**src/rtl/mult_div_unit_if.sv**
```systemverilog
// Request/result bundle between MIPS control/register file and the HI/LO multiply-divide unit.
interface mult_div_unit_if #(
  parameter int WIDTH = 32
);
  logic             start;
  logic [2:0]       op;
  logic [WIDTH-1:0] rs_data;
  logic [WIDTH-1:0] rt_data;
  logic             busy;
  logic             done;
  logic             div_by_zero;
  logic [WIDTH-1:0] hi;
  logic [WIDTH-1:0] lo;

  modport master (
    output start, op, rs_data, rt_data,
    input  busy, done, div_by_zero, hi, lo
  );

  modport slave (
    input  start, op, rs_data, rt_data,
    output busy, done, div_by_zero, hi, lo
  );
endinterface

```
**src/rtl/mult_div_unit.sv**
```systemverilog
// Iterative shift-add multiplier / restoring divider owning the architectural HI/LO pair.
// Operands are reduced to magnitudes up front; signs are re-applied in a single FIX cycle.
module mult_div_unit #(
  parameter int WIDTH = 32
) (
  input  logic                 clk,
  input  logic                 rst,
  mult_div_unit_if.slave       bus
);

  localparam int CNT_W = $clog2(WIDTH + 1);

  localparam logic [2:0] OP_MTHI = 3'b100;
  localparam logic [2:0] OP_MTLO = 3'b101;

  typedef enum logic [2:0] {
    S_IDLE,
    S_MUL,
    S_DIV,
    S_FIX,
    S_DZ
  } state_t;

  state_t                 state_q, state_d;
  logic [CNT_W-1:0]       cnt_q, cnt_d;
  logic                   busy_q, busy_d;
  logic                   done_q, done_d;
  logic                   dbz_q, dbz_d;
  logic [WIDTH-1:0]       hi_q, hi_d;
  logic [WIDTH-1:0]       lo_q, lo_d;

  logic [2*WIDTH-1:0]     acc_q, acc_d;
  logic [WIDTH-1:0]       opb_q, opb_d;
  logic                   neg_res_q, neg_res_d;
  logic                   neg_rem_q, neg_rem_d;
  logic                   is_div_q, is_div_d;

  function automatic logic [WIDTH-1:0] magnitude(input logic signed [WIDTH-1:0] v,
                                                 input logic                     sgn);
    logic signed [WIDTH-1:0] neg_v;
    neg_v = -v;
    return (sgn && v[WIDTH-1]) ? $unsigned(neg_v) : $unsigned(v);
  endfunction

  function automatic logic [WIDTH-1:0] apply_sign(input logic [WIDTH-1:0] v, input logic neg);
    return neg ? (~v + WIDTH'(1)) : v;
  endfunction

  logic             accept;
  logic             op_arith;
  logic             op_signed;
  logic             op_div;
  logic             rt_zero;
  logic             last_step;
  logic [WIDTH-1:0] rs_mag;
  logic [WIDTH-1:0] rt_mag;

  assign accept    = bus.start && !busy_q;
  assign op_arith  = !bus.op[2];
  assign op_signed = !bus.op[0];
  assign op_div    = bus.op[1];
  assign rt_zero   = (bus.rt_data == '0);
  assign last_step = (cnt_q == CNT_W'(WIDTH - 1));
  assign rs_mag    = magnitude(bus.rs_data, op_signed);
  assign rt_mag    = magnitude(bus.rt_data, op_signed);

  // Shift-add step: add multiplicand into the upper half when the multiplier LSB is set, then shift right.
  logic [WIDTH:0]       mul_sum;
  logic [2*WIDTH-1:0]   mul_next;
  assign mul_sum  = {1'b0, acc_q[2*WIDTH-1:WIDTH]} + (acc_q[0] ? {1'b0, opb_q} : '0);
  assign mul_next = {mul_sum, acc_q[WIDTH-1:1]};

  // Restoring step: acc holds {remainder, dividend/quotient}; quotient bits enter from the right.
  logic [WIDTH:0]       rem_sh;
  logic [WIDTH:0]       div_diff;
  logic                 q_bit;
  logic [2*WIDTH-1:0]   div_next;
  assign rem_sh   = {acc_q[2*WIDTH-1:WIDTH], acc_q[WIDTH-1]};
  assign div_diff = rem_sh - {1'b0, opb_q};
  assign q_bit    = !div_diff[WIDTH];
  assign div_next = {(q_bit ? div_diff[WIDTH-1:0] : rem_sh[WIDTH-1:0]), acc_q[WIDTH-2:0], q_bit};

  logic [2*WIDTH-1:0]   prod_fixed;
  assign prod_fixed = neg_res_q ? (~acc_q + (2*WIDTH)'(1)) : acc_q;

  always_ff @(posedge clk or posedge rst) begin
    if (rst) begin
      state_q <= S_IDLE;
    end else begin
      state_q <= state_d;
    end
  end

  always_comb begin
    state_d = state_q;
    case (state_q)
      S_IDLE: begin
        if (accept && op_arith) begin
          if (op_div) state_d = rt_zero ? S_DZ : S_DIV;
          else        state_d = S_MUL;
        end
      end
      S_MUL:   if (last_step) state_d = S_FIX;
      S_DIV:   if (last_step) state_d = S_FIX;
      S_FIX:   state_d = S_IDLE;
      S_DZ:    state_d = S_IDLE;
      default: state_d = S_IDLE;
    endcase
  end

  always_comb begin
    cnt_d     = cnt_q;
    busy_d    = busy_q;
    done_d    = 1'b0;
    dbz_d     = dbz_q;
    hi_d      = hi_q;
    lo_d      = lo_q;
    acc_d     = acc_q;
    opb_d     = opb_q;
    neg_res_d = neg_res_q;
    neg_rem_d = neg_rem_q;
    is_div_d  = is_div_q;

    case (state_q)
      S_IDLE: begin
        if (accept) begin
          if (op_arith) begin
            busy_d    = 1'b1;
            dbz_d     = 1'b0;
            cnt_d     = '0;
            is_div_d  = op_div;
            neg_res_d = op_signed && (bus.rs_data[WIDTH-1] ^ bus.rt_data[WIDTH-1]);
            neg_rem_d = op_signed && bus.rs_data[WIDTH-1];
            if (op_div) begin
              acc_d = {{WIDTH{1'b0}}, rs_mag};
              opb_d = rt_mag;
            end else begin
              acc_d = {{WIDTH{1'b0}}, rt_mag};
              opb_d = rs_mag;
            end
          end else if (bus.op == OP_MTHI) begin
            hi_d  = bus.rs_data;
            dbz_d = 1'b0;
          end else if (bus.op == OP_MTLO) begin
            lo_d  = bus.rs_data;
            dbz_d = 1'b0;
          end
        end
      end
      S_MUL: begin
        acc_d = mul_next;
        cnt_d = cnt_q + CNT_W'(1);
      end
      S_DIV: begin
        acc_d = div_next;
        cnt_d = cnt_q + CNT_W'(1);
      end
      S_FIX: begin
        busy_d = 1'b0;
        done_d = 1'b1;
        if (is_div_q) begin
          lo_d = apply_sign(acc_q[WIDTH-1:0], neg_res_q);
          hi_d = apply_sign(acc_q[2*WIDTH-1:WIDTH], neg_rem_q);
        end else begin
          hi_d = prod_fixed[2*WIDTH-1:WIDTH];
          lo_d = prod_fixed[WIDTH-1:0];
        end
      end
      S_DZ: begin
        busy_d = 1'b0;
        done_d = 1'b1;
        dbz_d  = 1'b1;
      end
      default: begin
        busy_d = 1'b0;
      end
    endcase
  end

  always_ff @(posedge clk or posedge rst) begin
    if (rst) begin
      cnt_q  <= '0;
      busy_q <= 1'b0;
      done_q <= 1'b0;
      dbz_q  <= 1'b0;
      hi_q   <= '0;
      lo_q   <= '0;
    end else begin
      cnt_q  <= cnt_d;
      busy_q <= busy_d;
      done_q <= done_d;
      dbz_q  <= dbz_d;
      hi_q   <= hi_d;
      lo_q   <= lo_d;
    end
  end

  // Working operands are only meaningful between an accepted start and FIX, so they carry no reset.
  always_ff @(posedge clk) begin
    acc_q     <= acc_d;
    opb_q     <= opb_d;
    neg_res_q <= neg_res_d;
    neg_rem_q <= neg_rem_d;
    is_div_q  <= is_div_d;
  end

  assign bus.busy        = busy_q;
  assign bus.done        = done_q;
  assign bus.div_by_zero = dbz_q;
  assign bus.hi          = hi_q;
  assign bus.lo          = lo_q;

endmodule

```
**src/flat_wrapper.sv**
```systemverilog
// flat-port wrapper written by rule: the top's interface ports become plain ports
module mult_div_unit_flat 
#(
  parameter int WIDTH = 32
)
  (clk, rst, bus_start, bus_op, bus_rs_data, bus_rt_data, bus_busy, bus_done, bus_div_by_zero, bus_hi, bus_lo);
  mult_div_unit_if #(.WIDTH(WIDTH)) bus_i ();
  input  logic clk;
  input  logic rst;
  input wire logic [$bits(bus_i.start)-1:0] bus_start;
  input wire logic [$bits(bus_i.op)-1:0] bus_op;
  input wire logic [$bits(bus_i.rs_data)-1:0] bus_rs_data;
  input wire logic [$bits(bus_i.rt_data)-1:0] bus_rt_data;
  output wire logic [$bits(bus_i.busy)-1:0] bus_busy;
  output wire logic [$bits(bus_i.done)-1:0] bus_done;
  output wire logic [$bits(bus_i.div_by_zero)-1:0] bus_div_by_zero;
  output wire logic [$bits(bus_i.hi)-1:0] bus_hi;
  output wire logic [$bits(bus_i.lo)-1:0] bus_lo;
  assign bus_i.start = bus_start;
  assign bus_i.op = bus_op;
  assign bus_i.rs_data = bus_rs_data;
  assign bus_i.rt_data = bus_rt_data;
  assign bus_busy = bus_i.busy;
  assign bus_done = bus_i.done;
  assign bus_div_by_zero = bus_i.div_by_zero;
  assign bus_hi = bus_i.hi;
  assign bus_lo = bus_i.lo;
  mult_div_unit #(.WIDTH(WIDTH)) u_core (.clk(clk), .rst(rst), .bus(bus_i));
endmodule
```
**config.mk**
```make
export PLATFORM = sky130hd
export DESIGN_NAME = mult_div_unit_flat
export DESIGN_NICKNAME = d
export VERILOG_FILES = /design/src/rtl/mult_div_unit_if.sv /design/src/rtl/mult_div_unit.sv /design/src/flat_wrapper.sv
export SDC_FILE = /design/constraint.sdc
export NUM_CORES = 1
export LEC_CHECK = 0
export BUFFER_PORTS_ARGS = -buffer_cell sky130_fd_sc_hd__buf_2
export CELL_PAD_IN_SITES_DETAIL_PLACEMENT = 0
export CELL_PAD_IN_SITES_GLOBAL_PLACEMENT = 1
export CORE_MARGIN = 8
export CORE_UTILIZATION = 46
export CTS_CLUSTER_DIAMETER = 40
export DETAILED_ROUTE_END_ITERATION = 10
export GPL_TIMING_DRIVEN = 0
export PLACE_DENSITY = 0.89
export SLEW_MARGIN = 15
export SYNTH_ARGS = -nofsm -noshare
export SYNTH_HDL_FRONTEND = slang
export SYNTH_SLANG_ARGS = --single-unit
```
**constraint.sdc**
```tcl
create_clock -name clk -period 4.6 [get_ports clk]
set_input_delay 0.23 -clock clk [delete_from_list [all_inputs] [get_ports clk]]
set_output_delay 0.23 -clock clk [all_outputs]
set_load 0.1 [all_outputs]
```
Word level (Yosys, flattened, before mapping)

Cells that the tools add are included.

Input bits: 70
Flip-flop bits (word level): 175
Word-level logic and storage cells: 107

Bitwise gates (word level): 6
Equality and inequality tests: 16
Muxes and demuxes: 40
Reductions and logical operators: 25
$add $sub $neg: 8

Operators by type and width:

| operator                                      | count |
|---|---|
| two-way mux 32 bit                            | 17 |
| two-way mux 64 bit                            | 3 |
| case mux 64 bit (3 select lines)              | 1 |
| case mux 32 bit (2 select lines)              | 2 |
| adder 32 x 1 -> 32 bit, second input constant | 2 |
| adder 64 x 1 -> 64 bit, second input constant | 1 |
| negator 32 bit                                | 2 |
| inverter 32 bit                               | 2 |
| inverter 64 bit                               | 1 |
| adder 32 x 33 -> 33 bit                       | 1 |
| subtractor 33 x 32 -> 33 bit                  | 1 |
| zero test 32 bit                              | 1 |
| AND reduction 3 bit                           | 5 |
| two-way mux 3 bit                             | 4 |
| two-way mux 6 bit                             | 2 |
| case mux 6 bit (2 select lines)               | 1 |
| != test 2 x 1 -> 1 bit, second input constant | 5 |
| == test 3 bit, second input constant          | 3 |
| two-way mux 1 bit                             | 7 |
| adder 6 x 1 -> 6 bit, second input constant   | 1 |
| == test 3 x 2 -> 1 bit, second input constant | 2 |
| == test 6 x 5 -> 1 bit, second input constant | 1 |
| != test 2 bit, second input constant          | 3 |
| case mux 3 bit (2 select lines)               | 1 |
| other kinds (14)                              | 26 |

Longest topological paths before layout

Gate-level depths: netlist (run 1).

Depth in word-level cells: 7
Depth in mapped cells: 14

Worst setup path before layout (run 1)

No wires, ideal clock.

Kind: register to register
Start point: register u_core.busy_q (netlist: u_core.bus.busy)
End point: register u_core.cnt_q[3]
Data required time: 4394 ps
Setup time: 206 ps
Path slack: 669 ps
Buffers on the path: 1
Arrival: 3725 ps
Cell stages (with the launch flop): 8
Path through: dfrtp_1 > nand2b_1 > nand2_1 > and3_1 > clkbuf_1 > nand4_1 > xor2_1 > nor2_1

Cells in the longest elaborated chain, start to end: 4

RTL lines:

| item                             | line                 | text |
|---|---|---|
| from (decl)                      | mult_div_unit.sv:26  | `logic busy_q, busy_d;` |
| from (signal assigned)           | mult_div_unit.sv:190 | `busy_q <= busy_d;` |
| zero test 1 bit                  | mult_div_unit.sv:58  | `assign accept = bus.start && !busy_q;` |
| logical AND 1 bit                | mult_div_unit.sv:58  |  |
| != test 2 x 1 -> 1 bit (no line) | --                   |  |
| AND reduction 3 bit (no line)    | --                   |  |
| to (signal assigned)             | mult_div_unit.sv:189 | `cnt_q <= cnt_d;` |
| to (decl)                        | mult_div_unit.sv:25  | `logic [CNT_W-1:0] cnt_q, cnt_d;` |

No other way between the ends.
A chain may end at the register's enable or synchronous reset.

Final worst setup path (run 1)

Start point: register u_core.acc_q[0]
End point: register u_core.hi_q[4] (netlist: u_core.bus.hi[4])

Cells in the longest elaborated chain, start to end: 5

RTL lines:

| item                             | line                 | text |
|---|---|---|
| from (decl)                      | mult_div_unit.sv:32  | `logic [2*WIDTH-1:0] acc_q, acc_d;` |
| from (signal assigned)           | mult_div_unit.sv:200 | `acc_q <= acc_d;` |
| inverter 64 bit                  | mult_div_unit.sv:84  | `assign prod_fixed = neg_res_q ? (~acc_q + (2*WIDTH)'(1)) : acc_q;` |
| adder 64 x 1 -> 64 bit           | mult_div_unit.sv:84  |  |
| two-way mux 64 bit               | mult_div_unit.sv:84  |  |
| two-way mux 32 bit               | mult_div_unit.sv:161 | `if (is_div_q) begin` |
| case mux 32 bit (2 select lines) | mult_div_unit.sv:124 | `case (state_q)` |
| to (signal assigned)             | mult_div_unit.sv:193 | `hi_q <= hi_d;` |
| to (decl)                        | mult_div_unit.sv:29  | `logic [WIDTH-1:0] hi_q, hi_d;` |

No other way between the ends.

==> results of run 1 <==
==> area by class of cell <==
cell class,count,area (sq um),share of cell area [%]
Tap cell,408,510,3.05
Sequential cell,175,4870,29.1
Buffer,99,439,2.62
Clock inverter,12,103,0.612
Multi-Input combinational cell,1467,9370,55.9
Inverter,64,243,1.45
Timing Repair Buffer,141,768,4.58
Clock buffer,20,458,2.73
==> flip-flops by register name, summed over array words and instances (netlist names) <==
name,cells
u_core.acc_q,64
u_core.bus.lo,32
u_core.cnt_q,6
u_core.opb_q,32
u_core.neg_rem_q,1
u_core.bus.busy,1
u_core.bus.done,1
u_core.state_q,3
u_core.is_div_q,1
u_core.bus.div_by_zero,1
u_core.bus.hi,32
u_core.neg_res_q,1
==> timing repair <==
action	4_1_cts	5_1_grt
setup endpoints to repair	29	27
gates resized for setup	2	3
endpoints found under the hold margin	38	0
hold buffers	2	0
cloned	0	0
==> layout by cell type, fill, tap and decap left out, types with 11 or more instances in the layout <==
master and n:
a21o_1 22, a31oi_1 11, xor2_1 79, a21oi_1 148, o22ai_1 32, edfxtp_1 99, clkbuf_16 18, a22oi_1 30
or4_1 21, o31ai_1 39, nand2b_1 25, nor3_1 40, o21ai_0 160, and3_1 22, a221oi_1 15, nor4_1 18
ha_1 69, xnor2_1 95, nor2b_1 11, nor2_1 222, nand3_1 34, inv_1 63, o211ai_1 11, clkbuf_1 82
nand4_1 12, dfrtp_1 76, mux2i_1 44, or3_1 23, buf_2 140, nand2_1 140
==> metrics by stage <==
step	total power [mW]	hold WS [ns]	area, sq um
after floorplan	2.03	0.329	14900
after global placement	2.21	0.455	16100
after detailed placement	2.22	0.311	16200
after CTS	3.64	0.136	16800
after global routing	3.72	0.177	16800
final	3.64	0.149	16800
==> metal layers <==
metal	vias up	track usage (%)	routed length [microns]
li1	6966	-	-
met4	0	11.4	2140
met5	-	0	0
met1	7309	42.2	25600
met2	868	46.8	26000
met3	122	6.24	6440
==> logic make-up after synthesis <==
group | after synthesis | share of synthesized area [%]
flops | 175 | 32.7
buf+inv | 163 | 4.54
fa+ha+maj | 71 | 6.06
xor+xnor | 174 | 10.2
simple gates | 615 | 19.8
mux | 51 | 3.49
compound gates | 556 | 23.1
==> final timing paths <==
check                                  start                 to  slack (ns)  depth (start not counted)
setup / recovery             u_core.acc_q[0]   u_core.bus.hi[4]        0.28                         11
hold / removal                     bus_op[0]   u_core.neg_res_q        0.15                          2
setup reg to reg             u_core.acc_q[0]   u_core.bus.hi[4]        0.28                         11
hold reg to reg            u_core.bus.lo[30]  u_core.bus.lo[30]        0.48                          1
max in group asynchronous                rst  u_core.bus.hi[12]        3.64                          4
min in group asynchronous                rst  u_core.bus.lo[18]        0.36                          3
==> report_power, final <==
group          total, mW  internal [mW]  switching [mW]  leakage (nW)
clock network       1.45          0.737           0.709         0.272
logic              0.511          0.137           0.374          4.68
registers           1.69           1.68         0.00756          1.84
==> qor.csv, run 1 <==
metric,value,unit
clk buf depth,2,
CTS tree,yes,
FILL cells,3161,
drt pass-1 iters,6,
CTS Sinks,175,
Max-slew headroom,43.6,%
die span in x,196,microns
post-route clock skew,0.0197,ns
Worst-Margin Slew,0.835,ns
vias post-DR,15300,
CTS buffer count,17,
CP Class,reg -> reg,
"CTS clk-pin slew, worst paths",0.08,ns
Crit Path Max Fanout,10,
Routed WL per cell,25.2,microns
Post-synth ARST share,43.4,%
"EDFF count, synth",99,
arrival time at the worst endpoint,4.65,ns
remaining antenna violation count after routing,0,
detailed placement HPWL,48.2,mm
Synth top cells by count,"nor2_1 (224), o21ai_0 (162), a21oi_1 (148)",
total gr overflow,0,
"area leader, netlist",edfxtp_1,
maximum vdd drop,288,uV
final hold violation count,0,
post-synth net total,1946,
sequential fraction of the synthesis area,32.7,%
Final Setup Violations,0,
Final min period,4.32,ns
Die Span Y,196,microns
Tightest Hold Check Type,in -> reg,
Cell Count Post-Placement,2352,
Routability Congestion,0.978,
Max Slew Vio Count,0,
LEAKAGE,6.79,nW
Core ar.,32200,sq um
fin util,52.1,%
Final TNS setup,0,ns
#FFs+latches synth,175,
"Cell Area, Synth",14900,sq um
Critical Path Source Type,flip-flop,
antenna violations before repair,1,
CP endpoint kind,flip-flop,
pin count of the biggest net entering global routing,49,
syn avg cell area,8.25,sq um
unrepaired setup endpoints after global routing,false,
Die Area,38400,sq um
Area contributors post-synth,"edfxtp_1 (20%), dfrtp_1 (13%), ha_1 (5.8%)",
"Largest delay share family, worst path",compound AO/OA/AOI/OAI gates,
Bufs and invs on worst path,2,
vias in the first global route,14200,
number of max-cap violations,0,
Synth top area share,20.0,%
initial cell density of the core,46.3,%
residual DRC count,0,
Worst path most repeated cell,o21ai_0,
First DRT Iteration DRCs,1915,
worst skew pair latency,0.47,ns
synth-to-layout area growth,12.5,%
root buf cell,clkbuf_16,
"Distinct cells, synth",79,
CP required,4.93,ns
Ports,137,
CP Cell Sequence,inv_1 -> clkbuf_1 -> ha_1 -> nand2b_1 -> nor4_1 -> nand3_1 -> o21ai_1 -> o21ai_0 -> xor2_1 -> a21oi_1 -> o21ai_0,
warning count from the yosys run,0,
first-pass GRT wire length,89.9,mm
FMAX,232,MHz
Tcrit/Tclk final,93.9,%
PnR worst setup slack,0.282,ns
Placement Setup Slack,-0.244,ns
# rows,66,
Via density,6.40,
layout cells sized above 1,11.1,%
ANT cells,0,
Power per Cell Area,217,nW/um^2
slowest CP cell,o21ai_1,
Routed WL,60.1,mm
Synth Flop Type,edfxtp_1,
post-route non-filler standard cell count,2386,
Port Buf Inserts,136,
status,finished clean,
post-layout net count,2106,
CP max stage delay,0.70,ns
H-tree Lvls,4,
GRT Resource Usage Total,30.6,%
most frequent cell after synthesis,nor2_1,
Mapped Cells,1805,
Post-CTS Repair Setup Buffers,0,
No activity file was read; power rests on OpenSTA's default activity.
==> run 2: changes to the inputs <==
--- a/config.mk
+++ b/config.mk
@@ -5,15 +5,17 @@
 export SDC_FILE = /design/constraint.sdc
 export NUM_CORES = 1
 export LEC_CHECK = 0
+export ABC_AREA = 1
 export BUFFER_PORTS_ARGS = -buffer_cell sky130_fd_sc_hd__buf_2
 export CELL_PAD_IN_SITES_DETAIL_PLACEMENT = 0
 export CELL_PAD_IN_SITES_GLOBAL_PLACEMENT = 1
 export CORE_MARGIN = 8
-export CORE_UTILIZATION = 46
+export CORE_UTILIZATION = 44
 export CTS_CLUSTER_DIAMETER = 40
+export CTS_CLUSTER_SIZE = 10
 export DETAILED_ROUTE_END_ITERATION = 10
 export GPL_TIMING_DRIVEN = 0
-export PLACE_DENSITY = 0.89
+export PLACE_DENSITY = 0.9
 export SLEW_MARGIN = 15
 export SYNTH_ARGS = -nofsm -noshare
 export SYNTH_HDL_FRONTEND = slang
==> constraint.sdc (replaced) <==
create_clock -name clk -period 4.6 [get_ports clk]
set_input_delay 0.69 -clock clk [delete_from_list [all_inputs] [get_ports clk]]
set_output_delay 0.69 -clock clk [all_outputs]
set_load 0.1 [all_outputs]
==> run 2 against run 1 <==
Global-route usage grew 4.1 points; non-clock buffer count shrank 16; cell count grew 52%; power shrank 2.9%; wire length grew 40%; first-iteration DRC count grew 22%; final area grew 18%; worst setup slack gained 0.86 ns; core utilization shrank 2.3 points; worst hold slack gained 0.048 ns; highest routed layer unchanged.
==> qor.csv, run 2 <==
metric,value,unit
status,finished clean,
met3 Track Usage GR,7.74,%
post-synth net total,3071,
CP required,4.81,ns
number of max-cap violations,0,
die span in x,217,microns
warning count from the yosys run,0,
Tcrit/Tclk final,75.2,%
Routed WL per cell,23.2,microns
Synth top area share,19.8,%
Max Slew Vio Count,0,
Synth top cells by count,"nand2_1 (938), nor2_1 (404), inv_1 (385)",
# rows,73,
Final min period,3.46,ns
synth-to-layout area growth,11.6,%
M1 GR Usage,42.9,%
grt peak-use layer,met2,
detailed placement HPWL,70.2,mm
r2r startpoint,u_core.acc_q[0],
remaining antenna violation count after routing,0,
Post-synth ARST share,43.4,%
GRT met2 Usage,54.4,%
"most common cell after layout, fill and taps aside",nand2_1,
arrival time at the worst endpoint,3.67,ns
Core ar.,39800,sq um
maximum vdd drop,279,uV
syn avg cell area,6.06,sq um
first-pass GRT wire length,122,mm
"Cell Area, Synth",17800,sq um
Critical Path Source Type,flip-flop,
CP endpoint kind,flip-flop,
Die Area,47100,sq um
DP Area,19200,sq um
First DRT Iteration DRCs,2337,
Crit Path Max Fanout,10,
Final Setup Violations,0,
initial cell density of the core,44.6,%
Die Span Y,217,microns
Power per Cell Area,178,nW/um^2
"Distinct cells, synth",49,
#FFs+latches synth,175,
CTS tree,yes,
layout cells sized above 1,8.70,%
residual DRC count,0,
most flop-heavy register,u_core.acc_q,
"area leader, netlist",nand2_1,
Worst-Margin Slew,0.898,ns
Tightest Hold Check Type,in -> async,
reg-to-reg endpoint,u_core.acc_q[61],
post-route clock skew,0.0244,ns
post-route non-filler standard cell count,3629,
vias in the first global route,19700,
CTS buffer count,17,
total gr overflow,0,
worst skew pair latency,0.48,ns
hold buffers post-CTS,0,
post-cts sizing count,0,
post-layout net count,3232,
Ports,137,
CP Class,reg -> reg,
Area contributors post-synth,"nand2_1 (20%), edfxtp_1 (17%), dfrtp_1 (11%)",
sequential fraction of the synthesis area,27.4,%
unrepaired setup endpoints after global routing,false,
FMAX,289,MHz
Synth Flop Type,edfxtp_1,
root buf cell,clkbuf_16,
GRT Resource Usage Total,34.8,%
CTS Sinks,175,
most frequent cells in the layout,"nand2_1 (938), nor2_1 (404), inv_1 (384)",
Largest register FFs,64,
Cell Count Post-Placement,3597,
R2R Setup Slk,1.14,ns
"CTS clk-pin slew, worst paths",0.09,ns
Port Buf Inserts,136,
"EDFF count, synth",99,
Routed WL,84.2,mm
H-tree Lvls,4,
pin count of the biggest net entering global routing,55,
cells on worst reg2reg path,15,
Post-CTS Repair Setup Buffers,0,
antenna violations before repair,1,
most frequent cell after synthesis,nand2_1,
vias post-DR,20700,
ANT cells,0,
Via density,5.71,
Routability Congestion,1.11,
post-route cell area,19800,sq um
drt pass-1 iters,6,
Final TNS setup,0,ns
LEAKAGE,10.2,nW
clk buf depth,2,
final hold violation count,0,
Max-slew headroom,40.1,%
Mapped Cells,2930,
run 2: power breakdown:
part	leakage [nW]	switching (mW)	internal [mW]
Combinational	7.86	0.264	0.0939
Sequential	2.01	0	1.65
Clock	0.286	0.749	0.778
Total	10.2	1.01	2.53
run 2: stage by stage:
stage | util, % | setup slack, ns | hold WS, ns | total power [mW]
after floorplan | - | 1.31 | 0.485 | 1.87
after global placement | 48.0 | 0.587 | 0.463 | 2.03
after detailed placement | 48.3 | 1.16 | 0.462 | 2.03
after CTS | 49.8 | 1.14 | 0.193 | 3.52
after global routing | 49.8 | 0.790 | 0.222 | 3.61
final | 49.8 | 1.14 | 0.197 | 3.54
run 2: logic make-up (layout without fill, tap and decap cells):
group / Yosys count / in the layout / synth area share [%]
simple gates: 1756 / 1756 / 41.0
flops: 175 / 175 / 27.4
xor+xnor: 54 / 54 / 2.66
fa+ha+maj: 71 / 71 / 5.09
buf+inv: 477 / 651 / 10.7
compound gates: 395 / 395 / 13.0
mux: 2 / 2 / 0.113
run 2: worst max-delay path, stage by stage, from the launching register on:
cell	delay, ns
edfxtp_1	0.32
buf_2	0.29
clkbuf_1	0.52
nand2_1	0.10
inv_1	0.08
ha_1	0.16
inv_1	0.06
fa_1	0.39
inv_1	0.14
a21oi_1	0.08
o21ai_0	0.52
nand2_1	0.19
nand2_1	0.10
nand2_1	0.05
nand3_1	0.13
nand2_1	0.08
run 2: layout make-up:
class | count | area [sq um]
fillers | 4287 | 20000
multi-input cells | 2278 | 11000
flip-flops and latches | 175 | 4870
inverters | 395 | 1490
repair buffers | 142 | 808
well taps | 525 | 657
clock buffers | 20 | 479
plain buffers | 82 | 417
clock inverters | 12 | 116
run 2: worst max path at each step:
stage / start / end / slack, ns
finish: u_core.acc_q[0] / u_core.acc_q[61] / 1.14
global route: u_core.acc_q[0] / u_core.acc_q[57] / 0.79
CTS: u_core.acc_q[0] / u_core.acc_q[61] / 1.14
global placement: bus_op[2] / u_core.cnt_q[4] / 0.59
floorplan: u_core.bus.busy / u_core.cnt_q[4] / 1.31
detailed placement: u_core.acc_q[0] / u_core.acc_q[61] / 1.16
run 2: routing by layer:
metal / up-vias / part of all wire (%)
met5: - / 0
met4: 0 / 7.4
met3: 247 / 9.7
met2: 1092 / 43
met1: 9583 / 39
li1: 9801 / -
